==> config.mk <==
export PLATFORM = sky130hd
export DESIGN_NAME = prbs_burst_ctrl
export DESIGN_NICKNAME = d
export VERILOG_FILES = /design/src/rtl/prbs_burst_ctrl.sv
export SDC_FILE = /design/constraint.sdc
export NUM_CORES = 1
export LEC_CHECK = 0
export BUFFER_PORTS_ARGS = -buffer_cell sky130_fd_sc_hd__buf_2
export CAP_MARGIN = 20
export CORE_ASPECT_RATIO = 1.1
export CORE_MARGIN = 4
export CORE_UTILIZATION = 47
export CTS_CLUSTER_SIZE = 20
export DETAILED_ROUTE_END_ITERATION = 16
export HOLD_SLACK_MARGIN = 0.1
export PLACE_DENSITY = 0.73
export SETUP_SLACK_MARGIN = 0.5
export SLEW_MARGIN = 20
export SYNTH_ARGS = -nofsm -noshare
export SYNTH_HDL_FRONTEND = slang
export SYNTH_SLANG_ARGS = --single-unit
==> constraint.sdc <==
create_clock -name Clk -period 2.7 [get_ports Clk]
set_clock_uncertainty 0.15 [all_clocks]
set_input_delay 0.135 -clock Clk [delete_from_list [all_inputs] [get_ports Clk]]
set_output_delay 0.135 -clock Clk [all_outputs]
set_load 0.01 [all_outputs]
==> src/rtl/prbs_burst_ctrl.sv <==
// prbs_burst_ctrl
// Sequences one PRBS burst: takes a seed/length/count request over a
// valid/ready handshake, rejects requests whose seed is zero within the
// active stages or whose count is zero, loads the generator, enables it for
// exactly Count cycles, and forwards every generated bit while counting ones.
module prbs_burst_ctrl #(
    parameter int CNT_W      = 16,
    parameter int SETTLE_CYC = 0
) (
    input  logic             Clk,
    input  logic             Reset,
    input  logic             Cfg_Valid,
    output logic             Cfg_Ready,
    input  logic [29:0]      Cfg_Semilla,
    input  logic [1:0]       Cfg_Longitud,
    input  logic [CNT_W-1:0] Cfg_Count,
    input  logic             Abort,
    output logic             Prbs_Load,
    output logic [29:0]      Prbs_Semilla,
    output logic [1:0]       Prbs_Longitud,
    output logic             Prbs_En,
    input  logic             Prbs_Bit,
    output logic             Bit_Valid,
    output logic             Bit_Out,
    output logic             Done,
    output logic             Error,
    output logic             Busy,
    output logic [CNT_W-1:0] Ones_Count
);

    // Settle counter only needs to hold SETTLE_CYC-1; keep at least one bit
    // so the declaration stays legal when no settle phase is configured.
    localparam int SET_W = (SETTLE_CYC > 1) ? $clog2(SETTLE_CYC) : 1;
    localparam logic [SET_W-1:0] SETTLE_LOAD =
        (SETTLE_CYC > 0) ? SET_W'(SETTLE_CYC - 1) : '0;

    typedef enum logic [2:0] {
        ST_IDLE,
        ST_LOAD,
        ST_SETTLE,
        ST_RUN,
        ST_DONE
    } state_t;

    state_t             state_reg;
    state_t             state_next;

    logic [CNT_W-1:0]   run_cnt_reg;
    logic [SET_W-1:0]   settle_cnt_reg;
    logic [29:0]        semilla_reg;
    logic [1:0]         longitud_reg;
    logic               bit_valid_reg;
    logic               bit_out_reg;
    logic               error_reg;
    logic [CNT_W-1:0]   ones_reg;

    logic [29:0]        seed_mask;
    logic               cfg_ok;
    logic               accept;

    // Active-stage mask per length code: the low 6 stages are always in use,
    // stages 6..24 only for the 25/30-stage codes, 25..29 only for 30-stage.
    genvar gi;
    generate
        for (gi = 0; gi < 30; gi++) begin : g_mask
            if (gi < 6) begin : g_lo
                assign seed_mask[gi] = 1'b1;
            end else if (gi < 25) begin : g_mid
                assign seed_mask[gi] = ~Cfg_Longitud[1];
            end else begin : g_hi
                assign seed_mask[gi] = (Cfg_Longitud == 2'b00);
            end
        end
    endgenerate

    assign cfg_ok = (|(Cfg_Semilla & seed_mask)) && (Cfg_Count != '0);
    assign accept = Cfg_Valid && (state_reg == ST_IDLE);

    // State register.
    always_ff @(posedge Clk) begin
        if (!Reset) begin
            state_reg <= ST_IDLE;
        end else begin
            state_reg <= state_next;
        end
    end

    // Next-state logic and state-decoded control outputs.
    always_comb begin
        state_next = state_reg;
        Cfg_Ready  = 1'b0;
        Prbs_Load  = 1'b0;
        Prbs_En    = 1'b0;
        Done       = 1'b0;
        Busy       = 1'b1;
        case (state_reg)
            ST_IDLE: begin
                Cfg_Ready = 1'b1;
                Busy      = 1'b0;
                if (accept && cfg_ok) begin
                    state_next = ST_LOAD;
                end
            end
            ST_LOAD: begin
                Prbs_Load = 1'b1;
                if (Abort) begin
                    state_next = ST_IDLE;
                end else if (SETTLE_CYC > 0) begin
                    state_next = ST_SETTLE;
                end else begin
                    state_next = ST_RUN;
                end
            end
            ST_SETTLE: begin
                if (Abort) begin
                    state_next = ST_IDLE;
                end else if (settle_cnt_reg == '0) begin
                    state_next = ST_RUN;
                end
            end
            ST_RUN: begin
                // The aborting cycle still shifts; its bit is forwarded.
                Prbs_En = 1'b1;
                if (Abort) begin
                    state_next = ST_IDLE;
                end else if (run_cnt_reg == CNT_W'(1)) begin
                    state_next = ST_DONE;
                end
            end
            ST_DONE: begin
                Done       = 1'b1;
                state_next = ST_IDLE;
            end
            default: begin
                state_next = ST_IDLE;
            end
        endcase
    end

    // Burst length and settle down-counters.
    always_ff @(posedge Clk) begin
        if (!Reset) begin
            run_cnt_reg    <= '0;
            settle_cnt_reg <= '0;
        end else begin
            if (accept) begin
                run_cnt_reg <= Cfg_Count;
            end else if (state_reg == ST_RUN) begin
                run_cnt_reg <= run_cnt_reg - CNT_W'(1);
            end
            if (state_reg == ST_LOAD) begin
                settle_cnt_reg <= SETTLE_LOAD;
            end else if (state_reg == ST_SETTLE && settle_cnt_reg != '0) begin
                settle_cnt_reg <= settle_cnt_reg - SET_W'(1);
            end
        end
    end

    // Config capture, reject strobe and bit forwarding / ones counting.
    always_ff @(posedge Clk) begin
        if (!Reset) begin
            semilla_reg   <= '0;
            longitud_reg  <= '0;
            error_reg     <= 1'b0;
            bit_valid_reg <= 1'b0;
            bit_out_reg   <= 1'b0;
            ones_reg      <= '0;
        end else begin
            error_reg     <= accept && !cfg_ok;
            bit_valid_reg <= Prbs_En;
            if (accept) begin
                // Captured even when rejected; ones count restarts per request.
                semilla_reg  <= Cfg_Semilla;
                longitud_reg <= Cfg_Longitud;
                ones_reg     <= '0;
            end else if (Prbs_En) begin
                bit_out_reg <= Prbs_Bit;
                ones_reg    <= ones_reg + {{(CNT_W-1){1'b0}}, Prbs_Bit};
            end
        end
    end

    assign Prbs_Semilla  = semilla_reg;
    assign Prbs_Longitud = longitud_reg;
    assign Bit_Valid     = bit_valid_reg;
    assign Bit_Out       = bit_out_reg;
    assign Error         = error_reg;
    assign Ones_Count    = ones_reg;

endmodule

==> results of run 1 <==
synthesized netlist by cell type, types with 5 or more instances:
cell	n
o21ai_0	6
nor4_1	15
nand4_1	10
inv_1	5
or3_1	9
a21oi_1	54
clkbuf_1	17
nand2_1	85
nand3_1	7
nor3_1	11
nor2_1	24
dfxtp_1	71
xnor2_1	7
cell families (layout without fill, tap and decap cells):
group | after synthesis | count (layout) | synth area share (%)
and+or+nand+nor | 180 | 180 | 28.5
DFF | 71 | 71 | 45.6
buffers and inverters | 27 | 188 | 3.41
adders and majority gates | 4 | 4 | 1.61
xor gates and xnor gates | 11 | 11 | 3.09
muxes | 1 | 1 | 0.361
AOI/OAI and AO/OA | 88 | 88 | 17.4
per-layer routing:
metal  vias to the layer above  share of wire, %
met1                      1543                42
met5                         -                 0
met2                       118                48
met4                         0               2.2
li1                       1680                 -
met3                        19               8.1
power by group through the flow:
| stage | Clock [uW] | Combinational, uW | Sequential, uW |
|---|---|---|---|
| final | 1010 | 399 | 1150 |
| after global routing | 1070 | 442 | 1160 |
| after CTS | 1030 | 394 | 1150 |
| after detailed placement | 0 | 336 | 1170 |
| after global placement | 0 | 331 | 1170 |
| after floorplan | 0 | 192 | 1170 |
area by class of cell:
class	count	area [um2]	share of cell area, %
tap	80	100	2.23
inverter	6	22.5	0.502
multi-input combinational	284	1600	35.6
sequential	71	1430	31.7
clock inverter	5	106	2.37
timing repair buffer	166	1110	24.6
clock buffer	11	131	2.93
worst reg2reg max path: stages (launching register included):
cell and delay [ns]:
dfxtp_2 0.50, nand4b_2 0.25, or4_4 0.60, or3_1 0.36, a21oi_1 0.16
final timing paths:
path	endpoint	cells past startpoint
max	Ones_Count[15]$_SDFFE_PP0P_	4
max reg2reg	Ones_Count[15]$_SDFFE_PP0P_	4
min	run_cnt_reg[6]$_SDFFE_PN0P_	4
min reg2reg	settle_cnt_reg$_SDFFE_PP0P_	1
cells in the final DEF, fill, tap and decap left out, drive strengths merged, types with 2 or more instances in the layout:
cell type,instances
nand4,10
and4b,2
or3,10
nor3,11
ha,4
inv,6
xor2,4
buf,114
bufinv,3
o2bb2a,2
dfxtp,71
nand3,7
a31oi,2
a221oi,2
o21ai,6
or2,2
o311ai,5
dlygate4sd3,52
nor3b,2
nor2,24
a21oi,54
o211a,2
nor4,15
xnor2,7
or4,3
o211ai,4
a22oi,4
nand4b,2
clkbuf,11
nand2,85
metrics by stage:
stage | utilization [%] | area [um2] | hold WS, ns
final | 71.2 | 4490 | 0.120
after global routing | 71.2 | 4490 | 0.138
after CTS | 71.1 | 4480 | 0.104
after detailed placement | 59.0 | 3720 | 0.244
after global placement | 59.0 | 3720 | 0.237
after floorplan | - | 3120 | 0.121
timing repair:
action,in CTS,in global routing
hold endpoints to repair,55,0
buffers inserted,0,1
hold buffers,52,0
endpoints found under the setup margin,2,5
gates resized for setup,2,1
pin swaps,0,1
==> summary.txt, run 1 <==
Outcome
  – Result of the run: finished, final reports clean

Synth
  – Yosys top cell by area: dfxtp_1
  – Sequential-to-total area share from yosys stat: 45.6%
  – Async set-or-reset flop fraction in the synthesized netlist: 0%
  – Predominant post-synthesis flop cell: dfxtp_1
  – Main area contributors after synthesis: dfxtp_1, nand2_1, a21oi_1, nor4_1, nor2_1
  – Avg Synthesized Cell Area: ~8.2 um2
  – Share of the synthesized area in the top cell type: 45.6%
  – Cells after Synth: 382
  – Total of warnings raised by yosys: 0
  – Number of register bits inferred by synthesis: 71
  – Post-synth EDFFs: 0
  – Post-Syn Nets: roughly 440
  – Post-synthesis cell type count: 50
  – Post-synth design cell area: just over 3000 um2

Power
  – Part of the total power dissipated in the clock network: 39.6%
  – Cell area power density: 570 nW/um2
  – Leakage power summed over all cells: between 0.0015 and 0.002 uW
  – Share of power burned in registers: between 40 and 50%
  – Final Power: 2560 uW
  – Largest voltage drop on the vdd net: 0.000400 V
  – Combinational group share of total power: 15.6%
  – Switching share of power: 25.5%
  – Net switching power: between 600 and 700 uW
  – Int Pwr: 1900 uW

STA
  – # setup viols final: 0
  – Worst slew margin: 58.3%
  – Min cycle time layout: between 2 and 2.5 ns
  – Total count of max-transition violations in the final report: 0
  – Transition time at the pin with the least slew margin: 0.619 ns
  – Post-route clock period utilization: between 70 and 80%
  – Post-Route Setup TNS: 0 ns
  – Fmax achieved: 480 MHz
  – Slack of the critical path: just over 0.6 ns
  – Hold violation total from the final report: 0
  – Setup repair after global routing missed its margin: false

Worst setup path
  – CP top delay family: simple AND/OR/NAND/NOR gates
  – Max stage delay on crit path: 0.60 ns
  – Start of the worst register-to-register path: state_reg[0]$_SDFFE_PN0P_
  – Worst setup EP type: flip-flop
  – Worst R2R Setup Slack: 0.62 ns
  – Count of buffer and inverter cells on the critical path: 0
  – List of cells traversed by the critical path: nand4b_2 -> or4_4 -> or3_1 -> a21oi_1
  – Crit path max fanout: 15
  – Worst Path Required: 2.81 ns
  – Crit-path slowest cell: or4_4
  – Critical path startpoint category: flip-flop
  – Worst path arrival time: around 2.2 ns
  – Launching instance or port of the critical path: state_reg[0]$_SDFFE_PN0P_
  – Kind of critical path: reg -> reg

Floorplanning
  – Initial Utilization: 49.4%
  – IO Pins: roughly 110
  – Total die area: 8000 um2
  – Die Wd: between 80 and 90 um
  – Core area: 6310 um2
  – Placement row count: 30
  – Die Span Y: 93.4 um

Cells and area
  – Synthesis-to-finish area growth: 44.0%
  – Non-filler cells in the finished layout: 623
  – Flip-flop count of the largest register, all copies and words added: 30
  – # diodes: 0
  – Net count, final: a little under 600
  – Number of fill cells in the layout: around 520
  – Share of final-layout standard cells stronger than drive strength 1: 25.6%

Run
  – Max-cap viol count: 0

Global routing
  – Antenna violations before repair: 0
  – Maximum number of pins on one net before global-route repair: 41
  – Met2 Usage GRT: around 39%
  – Number of global-route vias before repair: 3,254
  – Overall fraction of global-route tracks in use: 22.6%
  – Fraction of met1 tracks used by global routing: 26.4%
  – Busiest layer in global routing: met2
  – Wire length of the first global-routing pass: 14,800 um
  – Fraction of met3 tracks used by global routing: 6.78%
  – Grt ovf: 0

Place
  – Worst slack at placement: about 0.44 ns
  – Detailed-placement wirelength estimate: approximately 6000 um
  – Placer congestion estimate: 0.848
  – Number of placed cells counting well taps: 554
  – Port Buffer Count: 108

Clocking
  – Buffer levels on the longest clock path: 2
  – Worst-path clk slew: 0.08 ns
  – Number of buffers created by CTS: 9
  – Clk sink count: 71
  – Cell at the root of the clock tree: clkbuf_8
  – Worst skew pair latency: 0.34 ns
  – Maximum level of the CTS H-tree: 3
  – TritonCTS clock tree: yes

Detailed routing
  – Number of antenna-violating nets in the routed design: 0
  – Count of unresolved DRC violations after routing: 0
  – First-pass iteration count of the detailed router: 4
  – Number of DRC markers in iteration 0: 163
  – Average wire length per cell after detail routing: between 10 and 15 um
  – Via count normalized by instance count: 5.39
  – DR vias: 3,360
  – WL final: 9030 um

Min path
  – Path type of the worst min-delay path: in -> reg
  – Launch instance of the worst min-delay path: Cfg_Valid
Power figures use the tool's default switching activity.
==> run 2, diff against run 1 <==
CORE_UTILIZATION = 45   (was 47)
clock period = 1.8 ns   (was 2.7 ns; I/O delays follow)
==> summary.txt, run 2 (synthesis results as in run 1) <==
Clocking
  – Buffer levels on the longest clock path: 2
  – Worst-path clk slew: about 0.08 ns
  – Clk sink count: 71
  – Total of hold buffers inserted after clock tree synthesis: 53
  – Worst skew pair latency: 0.35 ns
  – Number of buffers created by CTS: 9
  – TritonCTS clock tree: yes
  – Cell at the root of the clock tree: clkbuf_8
  – Maximum level of the CTS H-tree: 3

Floorplanning
  – Core area: 6670 um2
  – Placement row count: 31
  – Total die area: approximately 8300 um2
  – Initial Utilization: 46.7%
  – Die Wd: 87.4 um
  – Die Span Y: ~95 um
  – IO Pins: 109

Detailed routing
  – Average wire length per cell after detail routing: about 23 um
  – Number of DRC markers in iteration 0: 356
  – Via count normalized by instance count: 6.29
  – First-pass iteration count of the detailed router: 5
  – Count of unresolved DRC violations after routing: 0
  – Number of antenna-violating nets in the routed design: 0
  – DR vias: 4,373
  – WL final: 15,900 um

Worst setup path
  – Max stage delay on crit path: 0.56 ns
  – List of cells traversed by the critical path: buf_12 -> nand4b_4 -> or4_4 -> buf_6 -> or2_0 -> a21oi_1
  – Worst Path Required: 1.91 ns
  – Kind of critical path: reg -> reg
  – Crit path max fanout: 5
  – Worst path arrival time: 2.05 ns
  – Crit-path slowest cell: or4_4
  – Worst setup EP type: flip-flop
  – Critical path startpoint category: flip-flop

Global routing
  – Number of global-route vias before repair: ~4,200
  – Overall fraction of global-route tracks in use: a little under a third
  – Antenna violations before repair: 0
  – Wire length of the first global-routing pass: 20,600 um
  – Grt ovf: 0
  – Maximum number of pins on one net before global-route repair: 40

Cells and area
  – # diodes: 0
  – Net count, final: approximately 670
  – Share of final-layout standard cells stronger than drive strength 1: 56.1%
  – Flip-flop count of the largest register, all copies and words added: 30
  – Most common library cell in the layout ignoring fill and taps: buf_2
  – Synthesis-to-finish area growth: 97.0%
  – Commonest cells after routing, fill and taps aside: buf_2, dlygate4sd3_1, dfxtp_1
  – Post-layout utilization of the core: 92.0%

Place
  – Detailed-placement wirelength estimate: 6310 um
  – Port Buffer Count: around 110
  – Placer congestion estimate: 0.878

STA
  – Fmax achieved: 516 MHz
  – Transition time at the pin with the least slew margin: 0.648 ns
  – Hold violation total from the final report: 1
  – Final hold slack: -0.106 ns
  – Total count of max-transition violations in the final report: 0
  – Min cycle time layout: about 1.9 ns
  – # setup viols final: 10
  – Setup repair after global routing missed its margin: true
  – Slack of the critical path: -0.138 ns
  – Post-route clock period utilization: 108%
  – Worst slew margin: 56.8%

Power
  – Largest voltage drop on the vdd net: 0.000773 V
  – Leakage power summed over all cells: 0.00259 uW
  – Cell area power density: 702 nW/um2

Outcome
  – Violations in the final reports: negative hold slack, negative setup slack
  – Result of the run: finished, violations left

Min path
  – Path type of the worst min-delay path: in -> reg

Run
  – Max-cap viol count: 0
[run 2: cell types whose count changed in the layout (fill, tap and decap cells not counted), sizes merged]
cell,previous run,this run
buf,114,180
inv,6,8
bufinv,3,0
dlymetal6s4s,0,1
clkbuf,11,15
clkinv,1,2
clkinvlp,1,0
[run 2: layer usage]
| layer | wire length, um | GRT usage, % |
|---|---|---|
| met4 | 1070 | 11.5 |
| met1 | 5590 | 36.0 |
| met3 | 1470 | 7.61 |
| met2 | 7790 | 55.8 |
| met5 | 0 | 0 |
[run 2: cell type report]
class | instances | area, um2
multi-input cells | 284 | 2340
fillers | 246 | 531
well taps | 82 | 103
clock buffers | 12 | 166
repair buffers | 236 | 2010
flip-flops and latches | 71 | 1460
clock inverters | 4 | 35.0
inverters | 6 | 25.0
[run 2: metrics by stage]
stage	worst slack, ns	total power, uW	cell area [um2]	setup TNS [ns]	instances
floorplan	-0.000940	2100	3290	-0.000940	382
global placement	0.0298	2340	4080	0	587
detailed placement	-0.000927	2360	4080	-0.000927	587
CTS	-0.000310	4020	5720	-0.000310	686
global route	-0.166	4430	6140	-0.837	695
finish	-0.138	4310	6140	-0.392	695
[run 2: final timing paths]
kind	slack, ns	startpoint	cells past startpoint	to
setup / recovery	-0.14	state_reg[0]$_SDFFE_PN0P_	6	Ones_Count[11]$_SDFFE_PP0P_
hold / removal	-0.11	Prbs_Bit	3	Bit_Out$_SDFFE_PN0P_
setup reg to reg	-0.14	state_reg[0]$_SDFFE_PN0P_	6	Ones_Count[11]$_SDFFE_PP0P_
hold reg to reg	0.32	Prbs_Semilla[14]$_SDFFE_PN0P_	2	Prbs_Semilla[14]$_SDFFE_PN0P_
[run 2: timing repair]
item / 4_1_cts / 5_1_grt
pin swaps: 38 / 37
setup endpoints to repair: 73 / 74
resized for setup: 152 / 62
endpoints found under the hold margin: 63 / 2
gates cloned: 5 / 4
setup buffers: 25 / 5
[run 2: power by group]
group | switching (uW) | internal, uW
Clock | 673 | 639
Combinational | 616 | 636
Sequential | 98.2 | 1650
Total | 1390 | 2930
[run 2: worst max-delay path: cells and delay by family, from the launching register on]
kind	cells	cell delay, ns
flip-flops	1	0.39
AND/OR/NAND/NOR	3	0.87
buffers and inverters	2	0.25
AO/OA/AOI/OAI	1	0.20
